## src/rtl/mcu_spi_pkg.sv

```systemverilog
// rtl/mcu_spi_pkg.sv - register map, bit indices and engine state type for the SPI peripheral
package mcu_spi_pkg;
  localparam logic [31:0] SPI_BASE = 32'h8000_0000;
  localparam logic [31:0] REG_DATA = 32'h0000_0000;
  localparam logic [31:0] REG_CTRL = 32'h0000_0004;
  localparam int          ADDR_SEL = 2;
  localparam int          BIT_RDY  = 0;
  localparam int          BIT_BUSY = 1;
  localparam int          BIT_SEND = 2;

  typedef enum logic [2:0] {
    ST_IDLE,
    ST_LEAD,
    ST_HIGH,
    ST_LOW,
    ST_DONE
  } spi_state_e;
endpackage

```

## src/rtl/spi_master_engine.sv

```systemverilog
// rtl/spi_master_engine.sv - mode-0 SPI shift engine: divider, bit counter, shift register
module spi_master_engine
  import mcu_spi_pkg::*;
#(
  parameter int SCK_HALF = 4
) (
  input  logic       clk,
  input  logic       rst,
  input  logic       start,
  input  logic [7:0] tx,
  output logic [7:0] rx,
  output logic       busy,
  output logic       done,
  output logic       sck,
  output logic       ss,
  output logic       mosi,
  input  logic       miso
);
  localparam int CW = (SCK_HALF > 2) ? $clog2(SCK_HALF) : 1;
  localparam logic [CW-1:0] HALF_LAST = CW'(SCK_HALF - 1);

  spi_state_e    r_state;
  logic [CW-1:0] r_cnt;
  logic [2:0]    r_bits;
  logic [7:0]    r_shift;
  logic          r_sample;
  logic [7:0]    r_rx;
  logic          r_sck;
  logic          r_ss;
  logic          r_mosi;
  logic          w_half_end;

  assign w_half_end = (r_cnt == HALF_LAST);

  // MISO is held in r_sample on the rising edge and enters the shift register LSB
  // on the falling edge, so the outgoing LSB is never overwritten before it is sent.
  always_ff @(posedge clk or negedge rst) begin
    if (!rst) begin
      r_state  <= ST_IDLE;
      r_cnt    <= '0;
      r_bits   <= '0;
      r_shift  <= '0;
      r_sample <= 1'b0;
      r_rx     <= '0;
      r_sck    <= 1'b0;
      r_ss     <= 1'b1;
      r_mosi   <= 1'b0;
    end else begin
      case (r_state)
        ST_IDLE: begin
          if (start) begin
            r_shift <= tx;
            r_ss    <= 1'b0;
            r_mosi  <= tx[7];
            r_cnt   <= '0;
            r_bits  <= '0;
            r_state <= ST_LEAD;
          end
        end
        ST_LEAD, ST_LOW: begin
          if (w_half_end) begin
            r_cnt    <= '0;
            r_sck    <= 1'b1;
            r_sample <= miso;
            r_state  <= ST_HIGH;
          end else begin
            r_cnt <= r_cnt + 1'b1;
          end
        end
        ST_HIGH: begin
          if (w_half_end) begin
            r_cnt   <= '0;
            r_sck   <= 1'b0;
            r_shift <= {r_shift[6:0], r_sample};
            if (r_bits == 3'd7) begin
              r_state <= ST_DONE;
            end else begin
              r_mosi  <= r_shift[6];
              r_bits  <= r_bits + 1'b1;
              r_state <= ST_LOW;
            end
          end else begin
            r_cnt <= r_cnt + 1'b1;
          end
        end
        ST_DONE: begin
          r_rx    <= r_shift;
          r_ss    <= 1'b1;
          r_mosi  <= 1'b0;
          r_state <= ST_IDLE;
        end
        default: r_state <= ST_IDLE;
      endcase
    end
  end

  assign rx   = r_rx;
  assign busy = (r_state != ST_IDLE);
  assign done = (r_state == ST_DONE);
  assign sck  = r_sck;
  assign ss   = r_ss;
  assign mosi = r_mosi;
endmodule

```

## src/rtl/mcu_spi_periph.sv

```systemverilog
// rtl/mcu_spi_periph.sv - memory-mapped SPI master: DATA and CTRL/STATUS registers over the engine
module mcu_spi_periph
  import mcu_spi_pkg::*;
#(
  parameter int SCK_HALF = 4
) (
  input  logic        clk,
  input  logic        rst,
  input  logic        en,
  input  logic        we,
  input  logic [31:0] addr,
  input  logic [31:0] wd,
  output logic [31:0] rd,
  output logic        sck,
  output logic        ss,
  output logic        mosi,
  input  logic        miso
);
  logic [7:0] r_tx;
  logic       r_start;
  logic       r_rdy;
  logic [7:0] w_rx;
  logic       w_busy;
  logic       w_done;
  logic       w_sel_ctrl;
  logic       w_idle;
  logic       w_wr_data;
  logic       w_send;
  logic       w_rd_data;
  logic       w_unused;

  assign w_sel_ctrl = addr[ADDR_SEL];
  // A SEND accepted this cycle counts as busy until the engine picks it up.
  assign w_idle     = ~w_busy & ~r_start;
  assign w_wr_data  = en & we & ~w_sel_ctrl & w_idle;
  assign w_send     = en & we & w_sel_ctrl & wd[BIT_SEND] & w_idle;
  assign w_rd_data  = en & ~we & ~w_sel_ctrl;
  assign w_unused   = ^{addr[31:3], addr[1:0], wd[31:8]};

  always_ff @(posedge clk or negedge rst) begin
    if (!rst) begin
      r_tx    <= '0;
      r_start <= 1'b0;
      r_rdy   <= 1'b0;
    end else begin
      r_start <= w_send;
      if (w_wr_data) r_tx <= wd[7:0];
      if (w_done) r_rdy <= 1'b1;
      else if (w_send || w_rd_data) r_rdy <= 1'b0;
    end
  end

  always_comb begin
    rd = '0;
    if (w_sel_ctrl) begin
      rd[BIT_BUSY] = w_busy;
      rd[BIT_RDY]  = r_rdy;
    end else begin
      rd[7:0] = w_rx;
    end
  end

  spi_master_engine #(.SCK_HALF(SCK_HALF)) u_engine (
    .clk   (clk),
    .rst   (rst),
    .start (r_start),
    .tx    (r_tx),
    .rx    (w_rx),
    .busy  (w_busy),
    .done  (w_done),
    .sck   (sck),
    .ss    (ss),
    .mosi  (mosi),
    .miso  (miso)
  );
endmodule

```

## config.mk

```make
export PLATFORM = sky130hd
export DESIGN_NAME = mcu_spi_periph
export DESIGN_NICKNAME = d
export VERILOG_FILES = /design/src/rtl/mcu_spi_pkg.sv /design/src/rtl/spi_master_engine.sv /design/src/rtl/mcu_spi_periph.sv
export SDC_FILE = /design/constraint.sdc
export NUM_CORES = 1
export LEC_CHECK = 0
export CORE_MARGIN = 2
export CORE_UTILIZATION = 40
export DETAILED_ROUTE_END_ITERATION = 6
export GPL_TIMING_DRIVEN = 0
export HOLD_SLACK_MARGIN = 0.08
export PLACE_DENSITY = 0.81
export SLEW_MARGIN = 20
export SYNTH_ARGS = -nofsm -noshare
export SYNTH_HDL_FRONTEND = slang
export SYNTH_HIERARCHICAL = 1
export SYNTH_SLANG_ARGS = --single-unit
export TNS_END_PERCENT = 1
```

## constraint.sdc

```tcl
create_clock -name clk -period 5.71 [get_ports clk]
set_input_delay 0.571 -clock clk [delete_from_list [all_inputs] [get_ports clk]]
set_output_delay 0.571 -clock clk [all_outputs]
set_load 0.01 [all_outputs]
```

==> out/metrics.yaml, run 1 <==
status: "finished, final reports clean"
yosysSeqAreaShare_pct: 47.7
critPathSlowestCell: "clkdlybuf4s50_1"
grt_max_degree: 29
most-common-layout-cells: "dfrtp_1 (37), mux2_2 (27), buf_4 (24), conb_1 (24), clkdlybuf4s50_1 (23)"
layout_commonest_cell: "dfrtp_1"
die_w_um: 74.6
max_cap_viol_count: 0
cts_num_sinks: 38
leakage_nw: 1.22
tritoncts: "yes"
start_util_pct: 41.9
period_share_pct: 48.7
htree_levels: 2
vias: 1246
antenna_found_initial: 0
crit_top_cell: "clkdlybuf4s50_1"
finalCriticalPeriod_ps: 2780
portBuffers: 24
path_clk_slew_ps: 70
drive_gt1_share_pct: 37.7
die_area_um2: 5570
routedWlPerCell_um: 12.2
p_seq_share_pct: 44.1
dr.first_iter.drc_count: 38
criticalPathCategory: "in2out"
wl_mm: 3.45
cp-start-kind: "input pin"
cts_resized: 0
switching_share_pct: 29.9
diodes: 0
post_cts_buffers: 0
place_hpwl_mm: 2.60
setup_viol: 0
finalPower_uw: 945
setup_tns_ps: 0
grt_setup_unrepaired: "no"
crit_path_end_kind: "output pin"
grt_pass1_vias: 1224
place_congestion: 0.821
clockPowerShare_pct: 20.0
fin_util_pct: 52.8
fin_nets: 286
hold_class: "in2async"
cts-buffers-inserted: 5
max_freq_mhz: 360
clock_path_buffers: 2
postRouteAntennaNets: 0
holdBufCountCts: 0
rows: 25
synth_area_um2: 1990
powerDensity_nw_per_um2: 376
reg2reg_slack_ps: 3580
ir_drop_uv: 227
synthToLayoutAreaGrowth_pct: 25.9
hold_viol: 0
clock_latency_ps: 290
ys_warn_count: 6
vias_per_cell: 4.42
grt_pass1_wl_mm: 5.58
synthCells: 159
p_comb_share_pct: 35.9
avgSynthCellArea_um2: 12.5
ios: 104
route.detailed.drc: 0
cts_root_buf: "clkbuf_8"
worstPathArrival_ps: 2210
drt-pass1-iter-count: 4
crit_path_max_incr_delay_ps: 520
slew_viol_final: 0
crit_chain: "clkdlybuf4s50_1 > buf_2 > mux2_2 > clkdlybuf4s50_1"
p_sw_uw: 283
synth-seq-cells: 38
ys_types: 37
p_int_uw: 662
die_h_um: 74.6
fin_skew_ps: 2.38
critPathMaxFanout: 10
track_usage_pct: 13.5
nFillCells: 433
worstPathRequired_ps: 5140
core_um2: 4750
grt_overflow: 0
[routing by layer]
metal,vias to the layer above,GRT usage [%],wire [µm]
met2,32,21.9,1670
met5,-,0,0
met3,6,5.09,197
li1,610,-,-
met4,0,5.36,54
met1,598,16.4,1530
[area by class of cell]
| type | count | area (µm²) | share of cell area [%] |
|---|---|---|---|
| multi-input combinational | 111 | 883 | 35.2 |
| timing repair buffer | 25 | 255 | 10.2 |
| buffer | 30 | 234 | 9.32 |
| inverter | 3 | 11.3 | 0.448 |
| tap | 67 | 83.8 | 3.34 |
| clock buffer | 7 | 86.3 | 3.44 |
| clock inverter | 1 | 5.00 | 0.199 |
| sequential | 38 | 952 | 37.9 |
[cells in the mapped netlist, drive strengths merged]
| master | instances | share of area [%] |
|---|---|---|
| a21oi | 1 | 0.25 |
| a221o | 1 | 0.50 |
| nor3 | 1 | 0.25 |
| dfrtp | 37 | 46 |
| and2 | 2 | 0.75 |
| o41ai | 1 | 0.44 |
| clkbuf | 1 | 0.19 |
| and3b | 1 | 0.63 |
| nand2b | 2 | 0.63 |
| or3 | 1 | 0.31 |
| and3 | 1 | 0.31 |
| a21boi | 1 | 0.94 |
| o31ai | 3 | 1.1 |
| o21bai | 1 | 0.38 |
| nor2 | 5 | 1.4 |
| nand2 | 8 | 1.5 |
| dfstp | 1 | 1.3 |
| mux2 | 35 | 21 |
| a21o | 2 | 0.75 |
| or2 | 1 | 0.31 |
| conb | 1 | 0.19 |
| inv | 3 | 0.56 |
| a22o | 2 | 0.88 |
| o21ai | 5 | 1.3 |
| nor2b | 8 | 2.9 |
| ha | 3 | 1.9 |
| and4bb | 1 | 0.63 |
| a32oi | 1 | 0.44 |
| buf | 29 | 12 |
[critical path: cells and delay by family]
family   cells  cell delay (ps)
buf+inv      3             1270
mux          1              370
[cell families (layout without fill, tap and decap cells)]
family | Yosys count | count (layout) | share of synthesized area, %
adder cells (fa/ha/maj) | 3 | 3 | 1.88
buffers and inverters | 33 | 66 | 12.3
flip-flops | 38 | 38 | 47.7
multiplexers | 35 | 35 | 21.3
AND/OR/NAND/NOR | 31 | 31 | 9.66
AO/OA/AOI/OAI | 18 | 18 | 6.96
other | 1 | 24 | 0.188
[power groups by stage]
stage,clock network [mW],registers (mW),logic [mW]
6_report,0.189,0.417,0.340
5_1_grt,0.204,0.427,0.373
4_1_cts,0.195,0.417,0.343
3_5_place_dp,0,0.421,0.342
3_3_place_gp,0,0.418,0.327
2_1_floorplan,0,0.406,0.270
[sequential cells by signal, indices dropped and copies added, names as in the netlist]
| name | flops |
|---|---|
| r_tx | 8 |
| u_engine/r_shift | 8 |
| u_engine/rx | 8 |
| u_engine/r_bits | 3 |
| u_engine/r_state | 3 |
| u_engine/r_cnt | 2 |
| r_rdy | 1 |
| r_start | 1 |
| u_engine/mosi | 1 |
| u_engine/r_sample | 1 |
| u_engine/sck | 1 |
| u_engine/ss | 1 |
[through the flow]
stage	worst slack, ps	hold WS [ps]	instance area (µm²)	std cells
after global placement	2940	468	2400	273
after detailed placement	2920	469	2420	274
after floorplan	3790	275	2080	182
after CTS	2920	155	2510	282
after global routing	2860	163	2510	282
final	2930	150	2510	282
[final timing paths]
path	from	end	cells past startpoint
worst max register to register	u_engine/r_state[2]$_DFFE_PN0P_	r_tx[6]$_DFFE_PN0P_	6
min in group clk	u_engine/r_cnt[0]$_DFFE_PN0P_	u_engine/r_cnt[0]$_DFFE_PN0P_	1
worst min register to register	u_engine/r_cnt[0]$_DFFE_PN0P_	u_engine/r_cnt[0]$_DFFE_PN0P_	1
worst min-delay path	rst	u_engine/sck$_DFFE_PN0P_	1
max in group asynchronous	rst	u_engine/r_shift[5]$_DFFE_PN0P_	2
worst max-delay path	addr[2]	rd[1]	4
No activity file was read; power rests on OpenSTA's default activity.
==> run 2: changes to the inputs <==
CORE_UTILIZATION = 36   (was 40)
PLACE_DENSITY = 0.77   (was 0.81)
clock period = 2.35 ns   (was 5.71 ns; I/O delays follow)
==> out/metrics.yaml, run 2 (synthesized netlist as in run 1, its figures left out) <==
cp.buffers_inverters: 3
fin_skew_ps: 4.68
worstPathRequired_ps: 2120
drive_gt1_share_pct: 38.1
grt_max_degree: 26
start_util_pct: 36.7
antenna_found_initial: 0
max_freq_mhz: 480
dr.first_iter.drc_count: 99
period_share_pct: 88.6
crit_family: "buffers and inverters"
die_w_um: 78.4
cp-start-kind: "input pin"
place_congestion: 0.794
track_usage_pct: 12.2
vias: 1251
wl_mm: 3.43
worstPathArrival_ps: 1850
finalCriticalPeriod_ps: 2080
fin_util_pct: 46.8
powerDensity_nw_per_um2: 935
slew_viol_final: 0
crit_top_cell: "clkdlybuf4s50_1"
core_um2: 5440
setup_viol: 0
htree_levels: 2
most-common-layout-cells: "dfrtp_1 (37), mux2_2 (27), buf_4 (24), conb_1 (24), clkdlybuf4s50_1 (22)"
cts_root_buf: "clkbuf_8"
ir_drop_uv: 400
status: "finished, final reports clean"
nFillCells: 515
hold_viol: 0
postRouteAntennaNets: 0
grt_setup_unrepaired: "no"
fin_nets: 286
path_clk_slew_ps: 70
grt_pass1_vias: 1210
layout_commonest_cell: "dfrtp_1"
setup_ws_ps: 268
cts-buffers-inserted: 5
hold_class: "in2async"
max_cap_viol_count: 0
portBuffers: 24
crit_path_max_incr_delay_ps: 530
cts_num_sinks: 38
grt_pass1_wl_mm: 5.69
critPathSlowestCell: "clkdlybuf4s50_1"
setup_tns_ps: 0
place_hpwl_mm: 2.61
ios: 104
grt_overflow: 0
routedWlPerCell_um: 12.0
tritoncts: "yes"
route.detailed.drc: 0
die_h_um: 78.4
leakage_nw: 1.24
crit_path_end_kind: "output pin"
drt-pass1-iter-count: 4
diodes: 0
critPathMaxFanout: 10
post-place-ws_ps: 245
vias_per_cell: 4.36
crit_chain: "clkdlybuf4s50_1 > buf_2 > mux2_2 > clkdlybuf4s50_1"
clock_path_buffers: 2
criticalPathCategory: "in2out"
clock_latency_ps: 290
die_area_um2: 6150
synthToLayoutAreaGrowth_pct: 27.5
rows: 27
==> run 2: changes by cell type in the layout (fill, tap and decap cells not counted) <==
cell / change
bufinv_16: +1
clkbuf_8: -1
dlymetal6s2s_1: +1
clkinv_2: +1
clkbuf_1: -2
dlygate4sd3_1: +1
clkdlybuf4s50_1: -1
==> run 2: power breakdown <==
group | switching (mW) | internal [mW] | leakage [nW]
Sequential | 0.139 | 0.873 | 0.483
Clock | 0.224 | 0.312 | 0.0579
Combinational | 0.332 | 0.499 | 0.698
Total | 0.695 | 1.68 | 1.24
==> run 2: worst paths after layout <==
path | startpoint | endpoint | slack [ps] | cells past startpoint
worst max-delay path | addr[2] | rd[0] | 270 | 4
worst min-delay path | rst | u_engine/sck$_DFFE_PN0P_ | 380 | 2
worst max register to register | u_engine/r_state[1]$_DFFE_PN0P_ | r_tx[1]$_DFFE_PN0P_ | 280 | 7
worst min register to register | u_engine/r_cnt[0]$_DFFE_PN0P_ | u_engine/r_cnt[0]$_DFFE_PN0P_ | 490 | 1
max in group asynchronous | rst | u_engine/r_shift[6]$_DFFE_PN0P_ | 1530 | 3
min in group clk | u_engine/r_cnt[0]$_DFFE_PN0P_ | u_engine/r_cnt[0]$_DFFE_PN0P_ | 490 | 1
==> run 2: layout make-up <==
cell class / count / area, µm² / area share, %
inverter: 3 / 11.3 / 0.443
buffer: 29 / 230 / 9.05
timing repair buffer: 26 / 268 / 10.5
tap: 72 / 90.1 / 3.54
multi-input combinational: 111 / 883 / 34.7
sequential: 38 / 952 / 37.4
clock inverter: 3 / 40.0 / 1.57
clock buffer: 5 / 68.8 / 2.71
==> run 2: repair_timing <==
item / in CTS / in global routing
hold endpoints to repair: 12 / 0
gates resized for setup: 0 / 1
setup buffers: 0 / 0
setup endpoints to repair: 1 / 1
hold buffers: 1 / 0
==> run 2: per-stage QoR <==
stage / power (mW) / cell area, µm² / hold slack, ps / instances
floorplan: 1.64 / 2080 / -60.6 / 182
global placement: 1.82 / 2410 / 469 / 278
detailed placement: 1.86 / 2430 / 159 / 279
CTS: 2.40 / 2540 / 388 / 287
global route: 2.55 / 2540 / 404 / 287
finish: 2.38 / 2540 / 377 / 287
==> run 2: per-layer routing <==
metal	vias up	track usage [%]	wire length, µm
li1	610	-	-
met1	599	14.7	1430
met2	36	20.2	1730
met3	6	4.25	220
met4	0	4.74	53
met5	-	0	0
==> run 3: changes to the inputs <==
CAP_MARGIN = 15   (was unset)
==> results of run 3 <==
No change in the layout: final DEF, timing and power equal those of run 2.
